[config.mk]
export PLATFORM = sky130hd
export DESIGN_NAME = sram_burst_reader
export DESIGN_NICKNAME = d
export VERILOG_FILES = /design/src/rtl/sram_burst_reader.sv
export SDC_FILE = /design/constraint.sdc
export NUM_CORES = 1
export LEC_CHECK = 0
export CORE_MARGIN = 10
export CORE_UTILIZATION = 45
export DETAILED_ROUTE_END_ITERATION = 10
export PLACE_DENSITY = 0.67
export SETUP_SLACK_MARGIN = 0.02
export SYNTH_ARGS = -nofsm -noshare
export SYNTH_HDL_FRONTEND = slang
export SYNTH_SLANG_ARGS = --single-unit
[constraint.sdc]
create_clock -name sram_clock -period 3.9 [get_ports sram_clock]
set_input_delay 0.78 -clock sram_clock [delete_from_list [all_inputs] [get_ports sram_clock]]
set_output_delay 0.78 -clock sram_clock [all_outputs]
set_load 0.05 [all_outputs]
[src/rtl/sram_burst_reader.sv]
// sram_burst_reader: reads a burst of consecutive SRAM words and streams them out in address order.
// Latency: start sampled at edge 0, first sram_select in the following cycle, first data_valid after edge 2.
// Backpressure: reads are issued only while the FIFO has room for them, so data is never dropped while data_ack is low.
//
// Ports:
//   sram_clock, reset_n                 clock shared with the SRAM; asynchronous active-low reset
//   start, start_address, length        command strobe, first word address, word count (0 is legal)
//   busy, done                          burst in progress; one-cycle completion pulse
//   sram_address, sram_read_not_write,  registered read port towards the SRAM (read_not_write is
//   sram_select, sram_data_out          tied high); sram_data_out is valid the cycle after select
//   data_valid, data, data_ack          output stream; data is the FIFO head
//   checksum                            XOR of the words acked in the current burst (optional)
//
// Optional feature: define SRAM_BURST_READER_CHECKSUM_EN to add the checksum output.

// sram_burst_reader_fifo: small FIFO for the read data.
// Latency: a pushed word is visible at head the cycle after the push.
// Backpressure: none internally; the caller keeps push away from a full FIFO unless it also pops.
module sram_burst_reader_fifo #(
  parameter int width = 8,
  parameter int depth = 4
) (
  input  logic                     clock,
  input  logic                     reset_n,
  input  logic                     push,
  input  logic [width-1:0]         push_data,
  input  logic                     pop,
  output logic [width-1:0]         head,
  output logic                     not_empty,
  output logic [$clog2(depth):0]   count
);
  localparam int PW = $clog2(depth);

  logic [width-1:0] storage [depth];
  logic [PW-1:0]    write_pointer;
  logic [PW-1:0]    read_pointer;
  logic             do_pop;

  // A pop on an empty FIFO is a no-op.
  assign do_pop    = pop && not_empty;
  assign not_empty = (count != '0);
  assign head      = storage[read_pointer];

  always_ff @(posedge clock or negedge reset_n) begin
    if (!reset_n) begin
      write_pointer <= '0;
      read_pointer  <= '0;
      count         <= '0;
    end else begin
      if (push)   write_pointer <= write_pointer + 1'b1;
      if (do_pop) read_pointer  <= read_pointer + 1'b1;
      count <= count + (PW+1)'(push) - (PW+1)'(do_pop);
    end
  end

  // Storage needs no reset; count gates visibility of stale entries.
  always_ff @(posedge clock) begin
    if (push) storage[write_pointer] <= push_data;
  end

  overflow_check: assert property (@(posedge clock) disable iff (!reset_n)
    !(push && !do_pop && (count == (PW+1)'(depth))));

endmodule

module sram_burst_reader #(
  parameter int address_width = 16,
  parameter int data_width    = 8,
  parameter int fifo_depth    = 4
) (
  input  logic                     sram_clock,
  input  logic                     reset_n,
  input  logic                     start,
  input  logic [address_width-1:0] start_address,
  input  logic [address_width:0]   length,
  output logic                     busy,
  output logic                     done,
  output logic [address_width-1:0] sram_address,
  output logic                     sram_read_not_write,
  output logic                     sram_select,
  input  logic [data_width-1:0]    sram_data_out,
  output logic                     data_valid,
  output logic [data_width-1:0]    data,
  input  logic                     data_ack
`ifdef SRAM_BURST_READER_CHECKSUM_EN
  ,
  output logic [data_width-1:0]    checksum
`endif
);
  localparam int CW = $clog2(fifo_depth) + 1;
  // Wide enough for fifo_count + pending without overflow.
  localparam int UW = CW + 2;

  typedef enum logic [1:0] {
    IDLE   = 2'd0,
    RUN    = 2'd1,
    FINISH = 2'd2
  } state_t;

  state_t                   state;
  logic [address_width-1:0] address;    // next address to issue
  logic [address_width:0]   remaining;  // words not yet issued
  logic [1:0]               pending;    // issued but not yet written into the FIFO
  logic                     capture;    // SRAM output holds a requested word this cycle
  logic [CW-1:0]            fifo_count;
  logic                     pop;
  logic [UW-1:0]            credit_used;
  logic                     run_issue;
  logic                     start_issue;
  logic                     issue_now;
  logic                     drained;

  assign sram_read_not_write = 1'b1;
  assign pop = data_valid && data_ack;

  // Slots already claimed once this cycle's ack is taken into account.
  assign credit_used = UW'(fifo_count) + UW'(pending) - UW'(pop);
  assign run_issue   = (state == RUN) && (remaining != '0) && (credit_used < UW'(fifo_depth));
  // The first read goes out on the start edge itself, so the FIFO
  // sees data two edges after start. The FIFO is empty in IDLE.
  assign start_issue = (state == IDLE) && start && (length != '0);
  assign issue_now   = start_issue || run_issue;
  // With pending==0 no FIFO write can happen this cycle, so an ack
  // of the last entry leaves the FIFO empty.
  assign drained     = (remaining == '0) && (pending == 2'd0) && (fifo_count == CW'(pop));

  always_ff @(posedge sram_clock or negedge reset_n) begin
    if (!reset_n) begin
      state        <= IDLE;
      busy         <= 1'b0;
      done         <= 1'b0;
      sram_select  <= 1'b0;
      sram_address <= '0;
      address      <= '0;
      remaining    <= '0;
      pending      <= 2'd0;
      capture      <= 1'b0;
    end else begin
      done        <= 1'b0;
      sram_select <= issue_now;
      capture     <= sram_select;
      pending     <= pending + 2'(issue_now) - 2'(capture);
      if (issue_now) sram_address <= (state == IDLE) ? start_address : address;

      unique case (state)
        IDLE: begin
          if (start) begin
            address   <= start_address + address_width'(start_issue);
            remaining <= length - (address_width+1)'(start_issue);
            if (length == '0) begin
              state <= FINISH;
              done  <= 1'b1;
            end else begin
              state <= RUN;
              busy  <= 1'b1;
            end
          end
        end
        RUN: begin
          if (run_issue) begin
            address   <= address + 1'b1;
            remaining <= remaining - 1'b1;
          end
          if (drained) begin
            state <= FINISH;
            done  <= 1'b1;
            busy  <= 1'b0;
          end
        end
        FINISH: begin
          // start here is deliberately dropped; a new command is taken from IDLE.
          state <= IDLE;
        end
        default: begin
          state <= IDLE;
          busy  <= 1'b0;
        end
      endcase
    end
  end

  sram_burst_reader_fifo #(
    .width (data_width),
    .depth (fifo_depth)
  ) output_fifo (
    .clock     (sram_clock),
    .reset_n   (reset_n),
    .push      (capture),
    .push_data (sram_data_out),
    .pop       (pop),
    .head      (data),
    .not_empty (data_valid),
    .count     (fifo_count)
  );

`ifdef SRAM_BURST_READER_CHECKSUM_EN
  // Cleared by an accepted start; no data is valid outside a burst, so
  // the value holds from done until the next accepted start.
  always_ff @(posedge sram_clock or negedge reset_n) begin
    if (!reset_n) begin
      checksum <= '0;
    end else if ((state == IDLE) && start) begin
      checksum <= '0;
    end else if (pop) begin
      checksum <= checksum ^ data;
    end
  end
`endif

endmodule

# ---- Word level (Yosys, flattened, before mapping)
# Memory sizes are Yosys's and may differ from the RTL's.
# Cells that the tools add are included.
dict set report word_totals {
  reg_bits 64
  rom_bits 0
  wordCells 75
  n_memories 1
  ram_bits 32
  latch_bits 0
  out_inout_bits 29
  in_bits 45
}
# memory words width read_ports rd_ports_with_merged_regs write_ports line_no
set memory_table {}
lappend memory_table {output_fifo.storage 4 8 1 0 1 34} ;# logic [width-1:0] storage [depth];
dict set report op_classes {
  n_bitwise 1
  multipliers 0
  muxes 21
  n_addsub 12
  reduce_logical 20
  magnitude_cmp 1
  shift 0
  div_mod_pow 0
  n_eq_ne 7
}
# cell n
set ops {}
lappend ops {{$mux 16} 3}
lappend ops {{$logic_not 17->1} 2}
lappend ops {{$mux 17} 2}
lappend ops {{$pmux 17 s2} 1}
lappend ops {{$reduce_bool 17->1} 2}
lappend ops {{$pmux 16 s2} 1}
lappend ops {{$sub 17x1->17} 1}
lappend ops {{$sub 17x1->17 const B} 1}
lappend ops {{$add 16x1->16} 1}
lappend ops {{$add 16x1->16 const B} 1}
lappend ops {{$logic_and 1x1->1} 8}
lappend ops {{$mux 1} 8}
lappend ops {{$ne 2x2->1 const B} 4}
lappend ops {{$mux 2} 3}
lappend ops {{$lt 5x3->1 const B} 1}
lappend ops {{$sub 4x1->5} 1}
lappend ops {{$add 2x1->2 const B} 2}
lappend ops {{$add 3x2->4} 1}
lappend ops {{$logic_not 2->1} 2}
lappend ops {{$pmux 2 s2} 1}
lappend ops {{$reduce_and 4->1} 1}
lappend ops {{$add 3x1->3} 1}
lappend ops {{$eq 3x1->1} 1}
lappend ops {{$pmux 1 s3} 1}
lappend ops {{12 further kinds} 12}

# ---- Longest topological paths before layout
dict set report logic_depth {
  ltp_word 8
  depth_mapped 17
  depth_no_buf 16
}

# ---- Modules after synthesis
# Synthesis repeated with hierarchy kept, for this count alone.
dict set report unflattened {
  cells_unflattened 554
  area_unflattened_um2 5733.0
}
# mod area_each_um2 instances seq_area_each_um2 cells_per_inst
set modules_own_cells {}
lappend modules_own_cells {sram_burst_reader 4181.5 1 1426.4 478}
lappend modules_own_cells {sram_burst_reader_fifo 1551.5 1 1136.1 76}

# ---- Worst setup path before layout
# Ideal clock, no wire load.
dict set report synth_timing {
  path_kind {reg-to-reg}
  startpoint {register output_fifo.count[2]}
  endpoint {register pending[1]}
  stages_incl_launch_ff 18
  period_less_slack_ps 4076
  n_path_buf 1
  path_slack_ps -176
  t_arrival_ps 3954
  path_cell_list {dfrtp_1 > inv_1 > nand3_1 > and2_1 > ha_1 > inv_1 > ha_1 > and3b_1 > or4b_1 > a32o_2 > o21ai_4 > buf_6 > inv_1 > ha_1 > inv_1 > ha_1 > xnor2_1 > xnor2_1}
}
dict set report synth_via {
  elab_chain_len 8
  elab_cells_between_ends 9
  cone_classes {add/sub: 4; order compare: 1; reduce/logical: 4}
}
# item line_no
set synth_rtl {}
lappend synth_rtl {{from (decl)} 30} ;# output logic [$clog2(depth):0] count
lappend synth_rtl {{from (signal assigned)} 52} ;# count <= count + (PW+1)'(push) - (PW+1)'(do_pop);
lappend synth_rtl {{$reduce_bool 3->1} 41} ;# assign not_empty = (count != '0);
lappend synth_rtl {{via data_valid} 82} ;# output logic data_valid,
lappend synth_rtl {{$logic_and 1x1->1} 114} ;# assign pop = data_valid && data_ack;
lappend synth_rtl {{$sub 4x1->5} 117} ;# assign credit_used = UW'(fifo_count) + UW'(pending) - UW'(pop);
lappend synth_rtl {{$lt 5x3->1} 118} ;# assign run_issue = (state == RUN) && (remaining != '0) && (credit_used < UW'(fifo_depth));
lappend synth_rtl {{$logic_and 1x1->1} 118}
lappend synth_rtl {{$logic_or 1x1->1} 122} ;# assign issue_now = start_issue || run_issue;
lappend synth_rtl {{via issue_now} 110} ;# logic issue_now;
lappend synth_rtl {{$add 2x1->2} 142} ;# pending <= pending + 2'(issue_now) - 2'(capture);
lappend synth_rtl {{$sub 2x1->2} 142}
lappend synth_rtl {{to (signal assigned)} 142}
lappend synth_rtl {{to (decl)} 103} ;# logic [1:0] pending;
# The timed path passes the listed nets, and every way through them passes these cells.
# A chain may end at the register's enable or synchronous reset.

# ---- Final worst setup path
dict set report layout_timing {
  startpoint {input port data_ack}
  endpoint {register pending[1]}
}
dict set report layout_via {
  elab_chain_len 7
}
# item line_no
set layout_rtl {}
lappend layout_rtl {{from (decl)} 84} ;# input logic data_ack
lappend layout_rtl {{$logic_and 1x1->1} 114}
lappend layout_rtl {{$sub 4x1->5} 117}
lappend layout_rtl {{$lt 5x3->1} 118}
lappend layout_rtl {{$logic_and 1x1->1} 118}
lappend layout_rtl {{$logic_or 1x1->1} 122}
lappend layout_rtl {{$add 2x1->2} 142}
lappend layout_rtl {{$sub 2x1->2} 142}
# No other way between the ends.

==> qor.yml <==
clockBufferDepth: 2
cp.arrival_ps: 3840
irDropWorstVdd_mv: 0.423
cp_num_buf_inv: 4
syn_nets: 602
route.vias.total: 4643
grt_overflow_total: 0
synth-seq-cells: 96
setup_viol: 0
fin_skew_ps: 9.77
finalHoldViolations: 0
cpMaxStageDelayCell: "or4b_1"
ys_types: 64
post-route-util: 0.577
die_h_microns: 132
postCtsResizedCells: 0
cp_max_fo: 2
crit_required_ps: 4190
worst_path_dominant_cell_family: "simple AND/OR/NAND/NOR gates"
post_cts_buffers: 0
slew_headroom: 0.418
drive_above_1_share: 0.158
port_buffers: 72
maxCapViolCount: 0
total_power_mw: 4.43
grt_pass1_wl_mm: 24.4
hold-worst-slack_ps: 393
dr.pass1.iters: 5
boundaryPins: 74
min_path_type: "flip-flop to flip-flop"
finalCriticalPeriod_ps: 3550
core.rowCount: 40
synth_top_area_frac: 0.284
postRouteWirelength_mm: 14.5
wire_per_inst_microns: 18.1
cp-start-kind: "input port"
clock.fmax_mhz: 282
outcome: "finished, final reports clean"
cts_hold_buf: 0
first_iter_violations: 413
tightest_slew_ps: 874
endpoint_kind: "flip-flop"
grt_max_degree: 46
period_share: 0.910
yosysTopAreaCell: "dfrtp_1"
synthTopCellsByArea: "dfrtp_1 28%, edfxtp_1 17%, mux2_2 4.8%"
syn_area_sq_mm: 0.00564
design_area_sq_mm: 0.00701
antenna_left: 0
place.gp.congestion: 0.857
cts_tree: "done"
synth_edf_count: 32
die_area_sq_mm: 0.0174
cts_sinks: 96
final_nets: 692
power_density_mw_per_mm2: 632
instances_no_fill: 801
cp_cell_sequence: "clkdlybuf4s50_1 -> and2_1 -> ha_1 -> inv_1 -> ha_1 -> and3b_1 -> or4b_1 -> a32o_2 -> o21ai_4 -> inv_1 -> ha_1 -> inv_1 -> ha_1 -> xnor2_1 -> xnor2_1"
die-width_microns: 132
dp.cells: 785
synth_warnings: 0
cts.reportedPaths.clkPinSlew_ps: 70
ys.flop_type: "dfrtp_1"
drc: 0
grt_usage: 0.169
synthArstFlopShare: 0.667
grt_pass1_vias: 4775
syn_inst: 538
area.growth.synth_to_final_pct: 24.3
dp_worst_setup_slack_ps: -11.7
dpl-instance-area_sq_mm: 0.00672
coreArea_sq_mm: 0.0122
cp_slowest_stage_delay_ps: 550
start_util: 0.464
synth-seq-area-share: 0.454
rsz0062_at_grt: "no"
synth.avg_cell_area_sq_um: 10.5
diodes: 0
crit_top_cell: "ha_1"
cts_root_buffer: "clkbuf_16"
detailed_place_hpwl_mm: 10.6
tns_ps: 0
timing.setup.critical_path_class: "input port to flip-flop"
h-tree-depth: 3
numCtsBuffers: 9
leakage_nw: 2.74
maxSlewViolCount: 0
insertion_delay_ps: 360
antenna_found_initial: 0
setup_slack_ps: 350
vias_per_cell: 5.80
-- routing by layer --
metal | vias up | global-route usage | share of wire
met1 | 2278 | 0.209 | 0.44
met3 | 13 | 0.0484 | 0.061
met5 | - | 0 | 0
met2 | 139 | 0.278 | 0.49
met4 | 0 | 0.0501 | 0.012
li1 | 2213 | - | -
-- layout make-up --
class	instances	area (sq um)
Multi-Input combinational cell	386	2860
Tap cell	168	210
Timing Repair Buffer	107	978
Sequential cell	96	2560
Inverter	28	105
Fill cell	1069	5150
Clock inverter	6	56.3
Clock buffer	10	239
-- state kept, by name (all words and copies together) (netlist names), 2 cells and up --
| signal | cells |
|---|---|
| address | 16 |
| output_fifo.count | 3 |
| output_fifo.read_pointer | 2 |
| output_fifo.storage | 32 |
| output_fifo.write_pointer | 2 |
| pending | 2 |
| remaining | 17 |
| sram_address | 16 |
| state | 2 |
-- final timing paths --
kind	startpoint	endpoint	slack (ps)	cells past startpoint
worst max-delay path	data_ack	pending[1]	350	15
worst min-delay path	sram_select	capture	390	0
worst max register to register	output_fifo.count[2]	pending[1]	520	16
worst min register to register	sram_select	capture	390	0
max in group asynchronous	reset_n	sram_address[13]	2430	2
min in group asynchronous	reset_n	state[1]	520	1
-- cell families after synthesis --
| logic type | after synthesis | synth area share |
|---|---|---|
| simple gates | 196 | 0.181 |
| mux | 41 | 0.0976 |
| flops | 96 | 0.454 |
| xor+xnor | 31 | 0.0481 |
| buf+inv | 56 | 0.0412 |
| other cells | 1 | 0.000665 |
| fa+ha+maj | 19 | 0.0435 |
| compound gates | 98 | 0.133 |
-- cells in the final DEF (no fill, tap or decap), drive strengths merged, types with 8 or more instances in the layout --
master	n
nand4	12
mux4	8
a21oi	12
nand3	27
dfrtp	64
inv	32
o21ai	20
buf	36
nor3	21
clkdlybuf4s50	71
mux2	32
xor2	14
edfxtp	32
a221oi	15
clkbuf	10
xnor2	17
nand2	41
ha	18
a211oi	10
nor4	12
nor2	43
-- synth_stat cells (14+ instances only) --
cell      number
nor3_1        21
nand3_1       27
clkbuf_1      20
o21ai_0       18
dfrtp_1       64
xor2_1        14
inv_1         28
edfxtp_1      32
xnor2_1       17
ha_1          18
nor2_1        43
nand2_1       41
mux2_2        24
-- power breakdown --
group          total, mW  leakage (nW)  internal, mW  switching [mW]
Combinational       2.14          1.53         0.917            1.22
Clock              0.884         0.144         0.465           0.420
Sequential          1.41          1.06          1.23           0.179
Total               4.43          2.74          2.61            1.82
-- worst register-to-register path, cell delays in order (launching register included) --
cell     delay (ps)
dfrtp_1         440
inv_1           170
nand3_2          90
and2_1          180
ha_1            200
inv_1            60
ha_1            210
and3b_1         200
or4b_1          550
a32o_2          280
o21ai_4         130
inv_1            50
ha_1            270
inv_1            40
ha_1            180
xnor2_1         160
xnor2_1         130
No activity file was read; power rests on OpenSTA's default activity.
